$ cat config.mk
export PLATFORM = sky130hd
export DESIGN_NAME = product_accumulator
export DESIGN_NICKNAME = d
export VERILOG_FILES = /design/src/rtl/product_accumulator_pkg.sv /design/src/rtl/product_accumulator_sat_add.sv /design/src/rtl/product_accumulator.sv
export SDC_FILE = /design/constraint.sdc
export NUM_CORES = 1
export LEC_CHECK = 0
export CORE_UTILIZATION = 45
export CTS_BUF_LIST = sky130_fd_sc_hd__clkbuf_8
export CTS_CLUSTER_DIAMETER = 80
export DETAILED_ROUTE_END_ITERATION = 10
export PLACE_DENSITY = 0.84
export SKIP_CTS_REPAIR_TIMING = 1
export SYNTH_ARGS = -nofsm -noshare
export SYNTH_HDL_FRONTEND = slang
export SYNTH_HIERARCHICAL = 1
export SYNTH_SLANG_ARGS = --single-unit
$ cat constraint.sdc
create_clock -name clk -period 7 [get_ports clk]
set_input_delay 1.4 -clock clk [delete_from_list [all_inputs] [get_ports clk]]
set_output_delay 1.4 -clock clk [all_outputs]
set_load 0.01 [all_outputs]
$ cat src/rtl/product_accumulator_pkg.sv
`default_nettype none
// +--------------------------------------------------------------------------+
// | Module  : product_accumulator_pkg                                        |
// | Purpose : Shared types and default widths for the product accumulator.   |
// |           state_e  - ACCUM (taking products) / HOLD (result presented)   |
// |           DEF_*    - default product, accumulator and counter widths     |
// | Rev     : 1.0  initial release                                           |
// +--------------------------------------------------------------------------+
package product_accumulator_pkg;

  typedef enum logic [0:0] {
    ST_ACCUM = 1'b0,
    ST_HOLD  = 1'b1
  } state_e;

  localparam int DEF_PROD_W = 8;
  localparam int DEF_ACC_W  = 16;
  localparam int DEF_CNT_W  = 8;

endpackage : product_accumulator_pkg
`default_nettype wire

$ cat src/rtl/product_accumulator_sat_add.sv
`default_nettype none
// +--------------------------------------------------------------------------+
// | Module  : product_accumulator_sat_add                                    |
// | Purpose : Combinational unsigned saturating adder.                       |
// |           a   [W-1:0]    accumulator operand                             |
// |           b   [OP_W-1:0] addend, zero-extended to W bits                 |
// |           sum [W-1:0]    a+b, clamped to all ones on carry-out           |
// |           ovf            carry-out of the unclamped sum                  |
// | Rev     : 1.0  initial release                                           |
// +--------------------------------------------------------------------------+
module product_accumulator_sat_add #(
  parameter int W    = 16,
  parameter int OP_W = 8
) (
  input  logic [W-1:0]    a,
  input  logic [OP_W-1:0] b,
  output logic [W-1:0]    sum,
  output logic            ovf
);

  // One extra bit captures the carry; OP_W <= W so the extension is non-empty.
  logic [W:0] b_ext;
  logic [W:0] full;

  assign b_ext = {{(W + 1 - OP_W){1'b0}}, b};
  assign full  = {1'b0, a} + b_ext;
  assign ovf   = full[W];
  assign sum   = full[W] ? {W{1'b1}} : full[W-1:0];

endmodule : product_accumulator_sat_add
`default_nettype wire

$ cat src/rtl/product_accumulator.sv
`default_nettype none
// +--------------------------------------------------------------------------+
// | Module  : product_accumulator                                            |
// | Purpose : Sums a stream of multiplier products into a saturating         |
// |           accumulator; a group closed by prod_last is presented as a     |
// |           registered result until the consumer takes it.                 |
// | Ports   : clk, rst            clock, async active-high reset             |
// |           prod_data/valid/    product input handshake, prod_last ends    |
// |           last/ready          the group                                  |
// |           clear               abort the current group (ACCUM only)       |
// |           acc_data/count/     result: saturated sum, saturated product   |
// |           overflow            count, sticky saturation flag              |
// |           acc_valid/ready     result handshake                           |
// | Rev     : 1.0  initial release                                           |
// +--------------------------------------------------------------------------+
module product_accumulator
  import product_accumulator_pkg::*;
#(
  parameter int PROD_W = DEF_PROD_W,
  parameter int ACC_W  = DEF_ACC_W,
  parameter int CNT_W  = DEF_CNT_W
) (
  input  logic              clk,
  input  logic              rst,
  input  logic [PROD_W-1:0] prod_data,
  input  logic              prod_valid,
  input  logic              prod_last,
  output logic              prod_ready,
  input  logic              clear,
  output logic [ACC_W-1:0]  acc_data,
  output logic [CNT_W-1:0]  acc_count,
  output logic              acc_overflow,
  output logic              acc_valid,
  input  logic              acc_ready
);

  state_e             state_q, state_d;
  logic [ACC_W-1:0]   acc_q, acc_d;
  logic [CNT_W-1:0]   cnt_q, cnt_d;
  logic               ovf_q, ovf_d;

  logic [ACC_W-1:0]   acc_sum;
  logic               acc_sat;
  logic [CNT_W-1:0]   cnt_sum;
  logic               cnt_sat;
  logic               accept;

  product_accumulator_sat_add #(
    .W    (ACC_W),
    .OP_W (PROD_W)
  ) u_acc_add (
    .a   (acc_q),
    .b   (prod_data),
    .sum (acc_sum),
    .ovf (acc_sat)
  );

  product_accumulator_sat_add #(
    .W    (CNT_W),
    .OP_W (1)
  ) u_cnt_add (
    .a   (cnt_q),
    .b   (1'b1),
    .sum (cnt_sum),
    .ovf (cnt_sat)
  );

  // prod_ready is a function of state and clear only, so a clear cycle
  // cannot also accept a product.
  assign prod_ready = (state_q == ST_ACCUM) && !clear;
  assign accept     = prod_valid && prod_ready;

  always_comb begin
    state_d = state_q;
    acc_d   = acc_q;
    cnt_d   = cnt_q;
    ovf_d   = ovf_q;
    case (state_q)
      ST_ACCUM: begin
        if (clear) begin
          acc_d = '0;
          cnt_d = '0;
          ovf_d = 1'b0;
        end else if (accept) begin
          acc_d = acc_sum;
          // Once the counter has hit its ceiling it simply holds there.
          cnt_d = cnt_sat ? cnt_q : cnt_sum;
          ovf_d = ovf_q | acc_sat;
          if (prod_last) begin
            state_d = ST_HOLD;
          end
        end
      end
      ST_HOLD: begin
        // clear has no effect here: a presented result is never withdrawn.
        if (acc_ready) begin
          acc_d   = '0;
          cnt_d   = '0;
          ovf_d   = 1'b0;
          state_d = ST_ACCUM;
        end
      end
      default: begin
        state_d = ST_ACCUM;
      end
    endcase
  end

  always_ff @(posedge clk or posedge rst) begin
    if (rst) begin
      state_q <= ST_ACCUM;
      acc_q   <= '0;
      cnt_q   <= '0;
      ovf_q   <= 1'b0;
    end else begin
      state_q <= state_d;
      acc_q   <= acc_d;
      cnt_q   <= cnt_d;
      ovf_q   <= ovf_d;
    end
  end

  // acc_valid comes straight from the state register, never from acc_ready.
  assign acc_valid    = (state_q == ST_HOLD);
  assign acc_data     = acc_q;
  assign acc_count    = cnt_q;
  assign acc_overflow = ovf_q;

endmodule : product_accumulator
`default_nettype wire

==> results_dict.tcl <==
set metrics [dict create \
    synth_area_leaders "dfrtp_1, a22o_1, ha_1, a21oi_1, nand2_1" \
    cts_tree "built" \
    power_uw 385 \
    drtIter0Drc 64 \
    critPathLaunch "clear" \
    power_density_nw_per_um2 166 \
    wl_per_cell_um 14.3 \
    clock_skew_ns 0.00352 \
    rr_worst_depth 8 \
    finalHoldViolCount 0 \
    synth_seq_cells 26 \
    synth_area_um2 1850 \
    finalSetupTns_ns 0 \
    start_util 0.487 \
    post_synth.cell_area_avg_um2 9.90 \
    drive_gt1_frac 0.111 \
    die_w_um 66.1 \
    yosysTopAreaCell "dfrtp_1" \
    overflow 0 \
    die_area_um2 4370 \
    drt-total-wl_um 3920 \
    post-route-period-util 0.589 \
    synth_top_area_share 0.352 \
    grt_usage 0.187 \
    cp_max_fo 4 \
    reg2reg_slack_ns 4.35 \
    status "finished, final reports clean" \
    cts.sinks 26 \
    leakagePower_nw 1.06 \
    syn-num-nets 212 \
    gp_congestion 0.811 \
    yosysWarnings 6 \
    fin_nets 252 \
    coreArea_um2 3800 \
    area_growth_pct 25.8 \
    max_slew.worst_pin.slew_ns 0.978 \
    holdCritStartpoint "acc_data[7]" \
    cts_buffers 3 \
    grt_setup_unrepaired "no" \
    whs_path_depth 1 \
    routed_via_density 5.80 \
    cts_max_level 1 \
    antenna_found_initial 0 \
    drc_errors 0 \
    die_y_um 66.1 \
    final_cells 274 \
    fill_cells 322 \
    dp_hpwl_um 2760 \
    setup_viol 0 \
    yosysUniqueCellTypes 53 \
    worstPathArrival_ns 2.72 \
    ios 41 \
    rows 22 \
    max_freq_mhz 243 \
    dpl.cell_count 270 \
    ir_drop_v 0.0000943 \
    antenna_left 0 \
    antenna_cells 0 \
    ys.flop_type "dfrtp_1" \
    synth-async-reset-ratio 1.00 \
    hold_class "flip-flop to flip-flop" \
    synth_edf_count 0 \
    vias 1588 \
    syn_inst 187 \
    crit_type "input pin to output port" \
    grt_pass1_vias 1423 \
    timing.rr.start "acc_data[0]" \
    cts_max_path_buffers 2 \
    clk-insertion-delay-late_ns 0.27 \
    whs_endpoint "acc_data[7]" \
    drv_cap 0 \
    grt_max_degree 27 \
    drt_first_pass_iters 4 \
    cp.required_ns 5.60 \
    cts-root-buf "clkbuf_8" \
    io_buffers 40 \
    ys_seq_area_frac 0.352 \
    crit_path_start_kind "input pin" \
    clk_pin_slew_ns 0.10 \
    grt_pass1_wl_um 6390 \
    reg2reg_to "acc_data[14]" \
    relSlewSlack 0.347 \
    finalMaxSlewViolations 0 \
    timing.final.crit_period_ns 4.12 \
    cp-end-kind "output port" \
]
flip-flops by register name (all words and copies together) (netlist names):
register      cells
acc_data         16
acc_count         8
acc_overflow      1
acc_valid         1
worst max-delay path by stage:
stage	to	slack, ns	cells after the start
2_1_floorplan	acc_data[9]	3.64	8
3_3_place_gp	prod_ready	2.89	4
3_5_place_dp	prod_ready	2.88	4
4_1_cts	prod_ready	2.87	4
5_1_grt	prod_ready	2.84	4
6_report	prod_ready	2.88	4
logic make-up after synthesis:
| kind of cell | share of synthesized area |
|---|---|
| AND/OR/NAND/NOR | 0.177 |
| other | 0.00203 |
| buffers and inverters | 0.0331 |
| AO/OA/AOI/OAI | 0.289 |
| adder cells (fa/ha/maj) | 0.0784 |
| flip-flops | 0.352 |
| XOR/XNOR | 0.0284 |
| multiplexers | 0.0399 |
worst max-delay path, cell delays in order:
cell and delay [ns]:
clkdlybuf4s50_1 0.45, or2_4 0.28, inv_2 0.06, clkdlybuf4s50_1 0.53
cell usage in the layout, fill, tap and decap left out, drive strengths merged, types with 2 or more instances in the layout:
cell type and instances:
o21ai 12, nand2b 7, ha 10, and3 4
mux2 5, clkbuf 4, a22o 24, a21o 2
nand3 7, dfrtp 26, xor2 3, a21oi 12
o22ai 2, nor2 9, nor2b 3, clkdlybuf4s50 40
xnor2 3, o2bb2ai 3, and4 3, a31oi 6
and2 3, nand2 14, o21a 2, nand4 3
inv 6
through the flow:
| step | area, µm² | util | setup slack [ns] | hold WS (ns) |
|---|---|---|---|---|
| floorplan | 1850 | - | 3.64 | 0.569 |
| finish | 2330 | 0.613 | 2.88 | 0.549 |
| CTS | 2330 | 0.613 | 2.87 | 0.552 |
| global route | 2330 | 0.613 | 2.84 | 0.574 |
| detailed placement | 2270 | 0.598 | 2.88 | 0.531 |
| global placement | 2270 | 0.598 | 2.89 | 0.520 |
metal layers:
layer / global-route usage / part of all wire / up-vias
met5: 0 / 0 / -
met4: 0.0691 / 0.0069 / 0
met3: 0.0172 / 0.041 / 2
met2: 0.306 / 0.47 / 38
met1: 0.255 / 0.49 / 761
li1: - / - / 787
area by class of cell:
type | instances | area [µm²] | area share
Timing Repair Buffer | 40 | 400 | 0.172
Clock buffer | 4 | 55.1 | 0.0237
Tap cell | 48 | 60.1 | 0.0258
Multi-Input combinational cell | 150 | 1140 | 0.489
Sequential cell | 26 | 651 | 0.280
Inverter | 6 | 22.5 | 0.00968
Yosys cell counts, types with 3 or more instances:
library cell,instances
a21oi_1,12
a22o_1,24
a31oi_1,5
buf_4,3
dfrtp_1,26
ha_1,10
inv_1,4
mux2_2,3
nand2_1,14
nand2b_1,7
nand3_1,6
nor2_1,9
nor2b_1,3
o21ai_0,7
o21ai_1,3
o2bb2ai_1,3
xnor2_1,3
xor2_1,3
power breakdown:
part,leakage [nW],switching [mW],internal (mW)
registers,0.357,0.00836,0.158
clock network,0.0288,0.0500,0.0504
logic,0.675,0.0605,0.0584
Note: power is estimated with default switching activity, not from simulation.
